$ cat config.mk
export PLATFORM = sky130hd
export DESIGN_NAME = sr_cmd_gen
export DESIGN_NICKNAME = d
export VERILOG_FILES = /design/src/rtl/sr_cmd_gen.sv
export SDC_FILE = /design/constraint.sdc
export NUM_CORES = 1
export LEC_CHECK = 0
export ABC_AREA = 1
export ABC_CLOCK_PERIOD_IN_PS = 1900
export BUFFER_PORTS_ARGS = -buffer_cell sky130_fd_sc_hd__buf_2
export CORE_MARGIN = 2
export CORE_UTILIZATION = 60
export CTS_BUF_LIST = sky130_fd_sc_hd__clkbuf_8
export CTS_CLUSTER_SIZE = 16
export DETAILED_ROUTE_END_ITERATION = 16
export PLACE_DENSITY_LB_ADDON = 0.05
export SYNTH_ARGS = -nofsm -noshare
export SYNTH_HDL_FRONTEND = slang
export SYNTH_SLANG_ARGS = --single-unit
$ cat constraint.sdc
create_clock -name clk -period 1.9 [get_ports clk]
set_input_delay 0.19 -clock clk [delete_from_list [all_inputs] [get_ports clk]]
set_output_delay 0.19 -clock clk [all_outputs]
set_load 0.03 [all_outputs]
$ cat src/rtl/sr_cmd_gen.sv
// sr_cmd_gen: command front end for an sr_ff set/reset flip-flop.
//
// Two raw request levels (set_in, clr_in) are optionally synchronized and then
// debounced. Every filtered rising edge becomes one registered single-cycle
// pulse on s or r. s and r are never high together. Clear wins over set when
// both are requested at once. Consecutive pulses are separated by a guard
// interval.
//
// Build option:
//   SR_CMD_SYNC_EN  defined   -> 2-flop synchronizer on each input
//                   undefined -> inputs feed the debouncers directly; use this
//                                only when the inputs are already synchronous
//                                to clk. Latency is 2 cycles shorter.
//
// Parameters:
//   DB_CYCLES     consecutive stable samples to accept a level change (1..255)
//   GUARD_CYCLES  idle cycles after each s/r pulse (1..255)
//
// Ports:
//   clk      clock; all state changes on the rising edge
//   reset_n  asynchronous active-low reset
//   set_in   raw set request level
//   clr_in   raw clear request level
//   s        one-cycle set pulse to the flip-flop
//   r        one-cycle reset pulse to the flip-flop
//   busy     high in SET, CLR or GUARD
//   ovf      sticky: a request was dropped because the same one was pending
module sr_cmd_gen #(
    parameter int unsigned DB_CYCLES    = 4,
    parameter int unsigned GUARD_CYCLES = 2
) (
    input  logic clk,
    input  logic reset_n,
    input  logic set_in,
    input  logic clr_in,
    output logic s,
    output logic r,
    output logic busy,
    output logic ovf
);

    localparam logic [7:0] DbLast    = 8'(DB_CYCLES - 1);
    localparam logic [7:0] GuardLast = 8'(GUARD_CYCLES - 1);

    typedef enum logic [1:0] {StIdle, StSet, StClr, StGuard} state_e;

    // Channel index 0 is set, index 1 is clear.
    logic [1:0]      raw;
    logic [1:0]      sync;
    logic [1:0]      flt_q, flt_d;
    logic [1:0]      flt_dly_q;
    logic [1:0][7:0] db_cnt_q, db_cnt_d;
    logic [1:0]      req;

    state_e     state_q, state_d;
    logic [7:0] guard_cnt_q, guard_cnt_d;
    logic       pend_s_q, pend_s_d;
    logic       pend_c_q, pend_c_d;
    logic       ovf_q, ovf_d;
    logic       s_q, s_d;
    logic       r_q, r_d;
    logic       busy_q, busy_d;

    assign raw = {clr_in, set_in};

`ifdef SR_CMD_SYNC_EN
    logic [1:0] meta_q;
    logic [1:0] sync_q;

    always_ff @(posedge clk or negedge reset_n) begin
        if (!reset_n) begin
            meta_q <= 2'b00;
            sync_q <= 2'b00;
        end else begin
            meta_q <= raw;
            sync_q <= meta_q;
        end
    end

    assign sync = sync_q;
`else
    assign sync = raw;
`endif

    // Debounce: a level change is accepted only after DB_CYCLES consecutive
    // samples that differ from the current filtered level.
    always_comb begin
        flt_d    = flt_q;
        db_cnt_d = db_cnt_q;
        for (int i = 0; i < 2; i++) begin
            if (sync[i] != flt_q[i]) begin
                if (db_cnt_q[i] == DbLast) begin
                    flt_d[i]    = sync[i];
                    db_cnt_d[i] = 8'd0;
                end else begin
                    db_cnt_d[i] = db_cnt_q[i] + 8'd1;
                end
            end else begin
                db_cnt_d[i] = 8'd0;
            end
        end
    end

    // Only rising edges of the filtered level are requests.
    assign req = flt_q & ~flt_dly_q;

    always_comb begin
        state_d     = state_q;
        guard_cnt_d = guard_cnt_q;
        pend_s_d    = pend_s_q;
        pend_c_d    = pend_c_q;

        // Any edge is remembered; it is consumed below if served this cycle.
        if (req[0]) pend_s_d = 1'b1;
        if (req[1]) pend_c_d = 1'b1;

        unique case (state_q)
            StIdle: begin
                if (req[1] || pend_c_q) begin
                    state_d  = StClr;
                    pend_c_d = 1'b0;
                end else if (req[0] || pend_s_q) begin
                    state_d  = StSet;
                    pend_s_d = 1'b0;
                end
            end
            StSet, StClr: begin
                state_d     = StGuard;
                guard_cnt_d = 8'd0;
            end
            StGuard: begin
                if (guard_cnt_q == GuardLast) begin
                    state_d = StIdle;
                end else begin
                    guard_cnt_d = guard_cnt_q + 8'd1;
                end
            end
            default: state_d = StIdle;
        endcase

        // An edge on a channel that already has a pending request is lost.
        ovf_d = ovf_q | (req[0] & pend_s_q) | (req[1] & pend_c_q);

        // Outputs are registered from the next state so they align with it.
        s_d    = (state_d == StSet);
        r_d    = (state_d == StClr);
        busy_d = (state_d != StIdle);
    end

    always_ff @(posedge clk or negedge reset_n) begin
        if (!reset_n) begin
            flt_q       <= 2'b00;
            flt_dly_q   <= 2'b00;
            db_cnt_q    <= '0;
            state_q     <= StIdle;
            guard_cnt_q <= 8'd0;
            pend_s_q    <= 1'b0;
            pend_c_q    <= 1'b0;
            ovf_q       <= 1'b0;
            s_q         <= 1'b0;
            r_q         <= 1'b0;
            busy_q      <= 1'b0;
        end else begin
            flt_q       <= flt_d;
            flt_dly_q   <= flt_q;
            db_cnt_q    <= db_cnt_d;
            state_q     <= state_d;
            guard_cnt_q <= guard_cnt_d;
            pend_s_q    <= pend_s_d;
            pend_c_q    <= pend_c_d;
            ovf_q       <= ovf_d;
            s_q         <= s_d;
            r_q         <= r_d;
            busy_q      <= busy_d;
        end
    end

    assign s    = s_q;
    assign r    = r_q;
    assign busy = busy_q;
    assign ovf  = ovf_q;

endmodule

==> results of run 1 <==
synth_stat cells:
cell      instances
nor3_1            1
a21oi_1           3
nand2_2           7
nand2_1          15
nand3_1          10
nand3b_1          1
a21o_1            1
o22ai_1           3
o21ai_0           1
inv_1            15
xnor2_1           2
a21oi_2           3
o21ai_1           4
o22ai_2           1
nor2_1           26
mux2_2            2
xor2_1            9
xnor2_2           1
o21ai_2           1
nor3b_1           4
nand4_1           6
nor3_2            1
nor2_4            4
inv_2             8
ha_1              6
dfrtp_1          36
o21bai_4          1
nand3_2           4
nor2_2            2
nand2_4           2
kinds of logic (layout without fill, tap and decap cells):
logic type      Yosys count  in the layout  share of synthesized area
xor+xnor                 12             12                     0.0630
flops                    36             36                      0.504
mux                       2              2                     0.0126
fa+ha+maj                 6              6                     0.0420
buf+inv                  23             38                     0.0483
compound gates           18             18                     0.0742
simple gates             83             83                      0.256
through the flow:
stage	setup slack [ns]	power, mW	cell area (um2)	hold slack [ns]
3_3_place_gp	0.556	2.12	1860	0.301
6_report	0.465	2.80	1970	-0.0317
5_1_grt	0.330	3.01	1970	0.0457
2_1_floorplan	0.606	1.95	1790	-0.106
3_5_place_dp	0.502	2.17	1860	0.312
4_1_cts	0.471	2.83	1970	0.00489
layout make-up:
cell class | count | area (um2) | share of cell area
inverters | 23 | 86.3 | 0.0438
clock inverters | 3 | 38.8 | 0.0197
flip-flops and latches | 36 | 901 | 0.457
well taps | 31 | 38.8 | 0.0197
multi-input cells | 121 | 801 | 0.407
repair buffers | 7 | 35.0 | 0.0178
clock buffers | 5 | 68.8 | 0.0349
final timing paths:
kind	slack [ns]	startpoint	to	depth (start not counted)
min in group clk	0.17	set_in	flt_q[0]$_DFFE_PN0P_	2
worst max register to register	0.47	state_q[0]$_DFF_PN0_	guard_cnt_q[3]$_DFFE_PN0P_	5
worst min register to register	0.48	db_cnt_q[0]$_DFF_PN0_	db_cnt_q[0]$_DFF_PN0_	1
max in group asynchronous	1.44	reset_n	flt_q[0]$_DFFE_PN0P_	1
worst min-delay path	-0.03	reset_n	db_cnt_q[1]$_DFF_PN0_	1
worst max-delay path	0.47	state_q[0]$_DFF_PN0_	guard_cnt_q[3]$_DFFE_PN0P_	5
layout by cell type (no fill, tap or decap), drive strengths merged:
cell    instances
clkinv          1
o21bai          1
nand3          14
nor2           32
clkbuf          5
ha              6
xor2            9
xnor2           3
buf             7
o21ai           6
nor3b           4
a21oi           6
nor3            2
a21o            1
bufinv          1
nand4           6
mux2            2
inv            24
nand2          24
o22ai           4
dfrtp          36
nand3b          1
power groups by stage:
stage	sequential, mW	clock [mW]	combinational [mW]
final	1.11	0.656	1.04
after global routing	1.14	0.700	1.18
after CTS	1.11	0.667	1.05
after detailed placement	1.12	0	1.04
after global placement	1.10	0	1.02
after floorplan	1.14	0	0.813
metal layers:
| metal | vias to the layer above | track usage |
|---|---|---|
| li1 | 612 | - |
| met1 | 563 | 0.250 |
| met2 | 20 | 0.335 |
| met3 | 7 | 0.0769 |
| met4 | 0 | 0.114 |
| met5 | - | 0 |
flip-flops by register name (all words and copies together) (netlist names):
name	count
s	1
pend_s_q	1
flt_q	2
ovf	1
pend_c_q	1
r	1
state_q	2
busy	1
guard_cnt_q	8
db_cnt_q	16
flt_dly_q	2
==> reports/qor.yml, run 1 <==
power_and_ir_drop:
  pwr-share-comb: 0.372
  leakagePower_nw: 0.908
  ir_drop_v: 0.00116
  p_switching_mw: 1.09
  pwr-share-clk: 0.234
  switching_share: 0.389
  powerDensity_mw_per_mm2: 1420
  intPower_mw: 1.71
  seqPwrFrac: 0.395
detailed_routing:
  m1WireLength_mm: 1.30
  met3_length_um: 120
  ant_nets: 0
  dr.pass1.iters: 4
  vias: 1202
  post-route-drc-count: 0
  dr.first_iter.drc_count: 57
  top_layer: "met4"
  wl_per_cell_um: 13.1
  viasPerCell: 5.32
  wl_met2_mm: 1.48
  routed_wl_mm: 2.97
critical_path:
  crit_family: "flip-flops"
  cp.required_ns: 2.10
  crit_path_cell_trace: "ha_1 > inv_2 > nand2_1 > nand2_2 > o22ai_1"
  slowest_stage: "dfrtp_1"
  arrival_ns: 1.63
  crit_path_max_incr_delay_ns: 0.45
  path_buf_inv: 1
  cp_max_fo: 7
  path_class: "flop to flop"
  startpoint_type: "flop"
  cp-end-kind: "flop"
logic_synthesis:
  synthesis.nets: 190
  yosysWarnings: 0
  yosys_register_bits: 36
  seq_area_frac_synth: 0.504
  syn_area_per_cell_um2: 9.93
  synth_cells: 180
  syn-cell-area_mm2: 0.00179
  synth_cell_types: 30
  synth_top_cell_by_area: "dfrtp_1"
  synthTopCellsByArea: "dfrtp_1, nor2_1, xor2_1, ha_1, inv_1"
  synth_top_cell_area_share: 0.504
clock_network:
  cts_tree: "yes"
  cts.sinks: 36
  cts_resized: 0
  cts.htree.levels: 2
  cts.path.max_buffers: 2
  root_buffer: "clkbuf_8"
  clock_latency_ns: 0.29
  holdBufCountCts: 0
  clk_pin_slew_ns: 0.07
  numCtsBuffers: 5
  cts_setup_buffers: 0
floorplanning:
  core_region_area_mm2: 0.00281
  fp.dieH_um: 58.6
  start_util: 0.637
  pin_count: 8
  die_w_um: 58.6
  dieArea_mm2: 0.00343
  rows: 19
cells_and_area:
  nFillCells: 217
  drive_gt1_frac: 0.262
  fin_cells: 226
  antenna_cells: 0
  nets: 204
  postLayoutCoreUtil: 0.702
  area_growth_pct: 10.1
status:
  status: "finished, violations left"
  violations: "hold timing"
sta:
  finalSetupTns_ns: 0
  rsz0062_at_grt: "no"
  hold_slack_ns: -0.0317
  drv_slew: 0
  finClkSkew_ns: 0.00437
  slew_headroom: 0.489
  period_share: 0.755
  fin_crit_ns: 1.43
  tightest_slew_ns: 0.767
  max_freq_mhz: 697
  finalHoldViolations: 36
  setup_viol_count_final: 0
flow_run:
  cap_violations: 0
placement:
  place_hpwl_mm: 2.12
  port_buffers: 7
  place_inst: 218
  place_congestion: 0.830
global_route:
  grt_pass1_vias: 1242
  grt-ovfl-total: 0
  grt.total_usage: 0.211
  antenna_found_initial: 0
  grt_pass1_wl_mm: 5.33
  grt_max_degree: 37
min_path:
  hold_class: "input pin to async pin"
Note: power is estimated with default switching activity, not from simulation.
==> inputs of run 2 (changes only) <==
Settings changed: ABC_AREA 1 to 0, ABC_CLOCK_PERIOD_IN_PS 1900 to 1400.
Clock period 1.9 ns to 1.4 ns, I/O delays scaled along.
==> run 2 against run 1 <==
  * Largest cell class is now multi-input gates
  * Routed wire length increased by 26%
  * Sequential cell count is the same
  * Non-clock buffer count grew 31
  * Global-route usage up 3.4 points
  * Critical path depth rose by 2
  * Largest power group is now combinational logic
  * The run ends with setup timing left
  * Sequential share of layout area shrank 5.8 points
  * Clock skew is 0.0036 ns higher
  * Sequential power up 33%
  * Critical endpoint is now busy$_DFF_PN0_
==> reports/qor.yml, run 2 <==
status:
  status: "finished, violations left"  # unchanged
  violations: "setup timing"  # was hold timing
cells_and_area:
  multi_input_area_um2: 906  # was 801 um2
  final_cell_mix: "dfrtp_1, buf_4, nor2_1"  # was dfrtp_1, nor2_1, inv_1
  nets: 218  # was 204
  nFillCells: 161  # was 217
  final_common_cell: "dfrtp_1"  # unchanged
  top_register: "db_cnt_q"  # unchanged
  largest_register_ffs: 16  # unchanged
  top_regs: "db_cnt_q: 16 flops, guard_cnt_q: 8 flops"  # unchanged
  antenna_cells: 0  # unchanged
  fin_area_mm2: 0.00225  # was 0.00197 mm2
  area_growth_pct: 33.0  # was 10.1%
  drive_gt1_frac: 0.368  # was 0.262
  seq_area_um2: 901  # unchanged
  postLayoutCoreUtil: 0.831  # was 0.702
placement:
  dp_slack_ns: -0.111  # was 0.502 ns
  place_hpwl_mm: 2.27  # was 2.12 mm
  place_congestion: 0.849  # was 0.830
  port_buffers: 7  # unchanged
  post_dp_cell_area_mm2: 0.00196  # was 0.00186 mm2
critical_path:
  worst_path_most_repeated_cell: "inv_2"
  cp_max_fo: 3  # was 7
  cp-end-kind: "flop"  # unchanged
  path_buf_inv: 3  # was 1
  crit_family: "simple AND/OR/NAND/NOR gates"  # was flip-flops
  reg2reg_from: "state_q[1]$_DFF_PN0_"  # was state_q[0]$_DFF_PN0_
  crit_path_max_incr_delay_ns: 0.40  # was 0.45 ns
  arrival_ns: 1.73  # was 1.63 ns
  startpoint_type: "flop"  # unchanged
  reg2reg_slack_ns: -0.16  # was 0.47 ns
  path_class: "flop to flop"  # unchanged
  slowest_stage: "dfrtp_1"  # unchanged
  rr_worst_depth: 7  # was 5
  cp.required_ns: 1.56  # was 2.10 ns
  crit_path_cell_trace: "inv_2 > ha_4 > inv_2 > or3_4 > o211ai_2 > buf_4 > nand2_1"  # was ha_1 > inv_2 > nand2_1 > nand2_2 > o22ai_1
  reg2reg_to: "busy$_DFF_PN0_"  # was guard_cnt_q[3]$_DFFE_PN0P_
sta:
  tightest_slew_ns: 0.517  # was 0.767 ns
  period_share: 1.12  # was 0.755
  max_freq_mhz: 639  # was 697 MHz
  finalHoldViolations: 0  # was 36
  slew_headroom: 0.653  # was 0.489
  finalSetupTns_ns: -0.646  # was 0 ns
  setup_slack_ns: -0.164  # was 0.465 ns
  finClkSkew_ns: 0.00796  # was 0.00437 ns
  fin_crit_ns: 1.56  # was 1.43 ns
  drv_slew: 0  # unchanged
  setup_viol_count_final: 7  # was 0
  rsz0062_at_grt: "yes"  # was no
global_route:
  grt_pass1_vias: 1405  # was 1242
  grt.total_usage: 0.245  # was 0.211
  grt_max_degree: 37  # unchanged
  grt_pass1_wl_mm: 6.07  # was 5.33 mm
  grt-ovfl-total: 0  # unchanged
  antenna_found_initial: 0  # unchanged
power_and_ir_drop:
  power_mw: 4.69  # was 2.80 mW
  switching_share: 0.372  # was 0.389
  p_switching_mw: 1.74  # was 1.09 mW
  seqPwrFrac: 0.315  # was 0.395
  pwr-share-clk: 0.190  # was 0.234
  leakagePower_nw: 1.04  # was 0.908 nW
  pwr-share-comb: 0.494  # was 0.372
  ir_drop_v: 0.00195  # was 0.00116 V
  intPower_mw: 2.95  # was 1.71 mW
  powerDensity_mw_per_mm2: 2080  # was 1420 mW/mm2
logic_synthesis:
  synth_cell_types: 35  # was 30
  yosysWarnings: 0  # unchanged
  synthesis.nets: 174  # was 190
  synth.most_common_cell: "dfrtp_1"  # unchanged
  synth_cells: 164  # was 180
  syn-cell-area_mm2: 0.00169  # was 0.00179 mm2
  synth-main-ff-cell: "dfrtp_1"  # unchanged
  synth_edf_count: 0  # unchanged
  syn_area_per_cell_um2: 10.3  # was 9.93 um2
  async_reset_ff_frac: 1.00  # unchanged
  yosys_register_bits: 36  # unchanged
  seq_area_frac_synth: 0.532  # was 0.504
  synth_top_cell_by_area: "dfrtp_1"  # unchanged
  synth_common_cells: "dfrtp_1, nor2_1, nand3_1"  # was dfrtp_1, nor2_1, inv_1, nand2_1, nand3_1
  synth_top_cell_area_share: 0.532  # was 0.504
  synthTopCellsByArea: "dfrtp_1, xor2_1, nor2_1, ha_1, nand3_1"  # was dfrtp_1, nor2_1, xor2_1, ha_1, inv_1
floorplanning:
  start_util: 0.625  # was 0.637
  core_region_area_mm2: 0.00271  # was 0.00281 mm2
  die_w_um: 57.1  # was 58.6 um
  dieArea_mm2: 0.00326  # was 0.00343 mm2
  fp.dieH_um: 57.1  # was 58.6 um
  rows: 19  # unchanged
  pin_count: 8  # unchanged
min_path:
  hp-start: "set_in"
  min_to: "flt_q[0]$_DFFE_PN0P_"
  hold_class: "input pin to flop"  # was input pin to async pin
  min_delay_path_depth: 2
clock_network:
  cts_tree: "yes"  # unchanged
  cts.htree.levels: 2  # unchanged
  root_buffer: "clkbuf_8"  # unchanged
  numCtsBuffers: 5  # unchanged
  clk_pin_slew_ns: 0.07  # about the same
  cts.path.max_buffers: 2  # unchanged
  clock_latency_ns: 0.29  # about the same
  cts.sinks: 36  # unchanged
detailed_routing:
  viasPerCell: 5.63  # was 5.32
  dr.pass1.iters: 5  # was 4
  post-route-drc-count: 0  # unchanged
  vias: 1352  # was 1202
  ant_nets: 0  # unchanged
  wl_per_cell_um: 15.5  # was 13.1 um
  routed_wl_mm: 3.73  # was 2.97 mm
  dr.first_iter.drc_count: 66  # was 57
flow_run:
  cap_violations: 0  # unchanged
-- run 2: how the worst max path moves through the flow --
stage	start	slack, ns	cells past startpoint	endpoint
after floorplan	state_q[0]$_DFF_PN0_	-0.02	7	s$_DFF_PN0_
after global placement	state_q[0]$_DFF_PN0_	-0.09	7	s$_DFF_PN0_
after detailed placement	state_q[0]$_DFF_PN0_	-0.11	7	s$_DFF_PN0_
after CTS	guard_cnt_q[1]$_DFFE_PN0P_	-0.11	6	busy$_DFF_PN0_
after global routing	state_q[0]$_DFF_PN0_	-0.20	7	busy$_DFF_PN0_
final	state_q[1]$_DFF_PN0_	-0.16	7	busy$_DFF_PN0_
-- run 2: per-layer routing --
metal / track usage / wire length [um] / vias to the layer above
li1: - / - / 648
met1: 0.294 / 1590 / 661
met2: 0.404 / 1930 / 37
met3: 0.0862 / 162 / 6
met4: 0.0963 / 49 / 0
met5: 0 / 0 / -
-- run 2: power by group through the flow --
stage	sequential [mW]	combinational (mW)	clock [mW]
global placement	1.47	1.84	0
floorplan	1.56	1.11	0
global route	1.50	2.52	0.950
CTS	1.47	2.06	0.911
detailed placement	1.48	1.89	0
finish	1.48	2.32	0.894
-- run 2: metrics by stage --
| stage | hold WS, ns | std cells |
|---|---|---|
| 6_report | 0.113 | 240 |
| 5_1_grt | 0.105 | 240 |
| 4_1_cts | 0.108 | 236 |
| 3_5_place_dp | 0.205 | 224 |
| 3_3_place_gp | 0.195 | 224 |
| 2_1_floorplan | -0.156 | 164 |
-- run 2: area by class of cell --
cell class / instances / area share
Inverter: 7 / 0.0117
Sequential cell: 36 / 0.400
Clock inverter: 3 / 0.0172
Clock buffer: 5 / 0.0305
Multi-Input combinational cell: 120 / 0.402
Timing Repair Buffer: 38 / 0.122
Tap cell: 31 / 0.0172
-- run 2: cell families (layout without fill, tap and decap cells) --
group / Yosys count / in the layout / synth area share
muxes: 3 / 3 / 0.0192
AOI/OAI and AO/OA: 15 / 15 / 0.0665
adders and majority gates: 6 / 6 / 0.0443
DFF: 36 / 36 / 0.532
and+or+nand+nor: 80 / 80 / 0.238
buffers and inverters: 8 / 53 / 0.0177
xor gates and xnor gates: 16 / 16 / 0.0827
-- run 2: timing repair --
item / in CTS / in global routing
endpoints found under the hold margin: 36 / 0
pin swaps: 6 / 9
endpoints found under the setup margin: 25 / 21
hold buffers: 1 / 0
setup buffers: 3 / 4
resized for setup: 13 / 16
-- run 2: worst register-to-register path, cell delays in order (launching register included) --
cell	delay [ns]
dfrtp_1	0.40
inv_2	0.09
ha_4	0.14
inv_2	0.05
or3_4	0.36
o211ai_2	0.19
buf_4	0.15
nand2_1	0.05
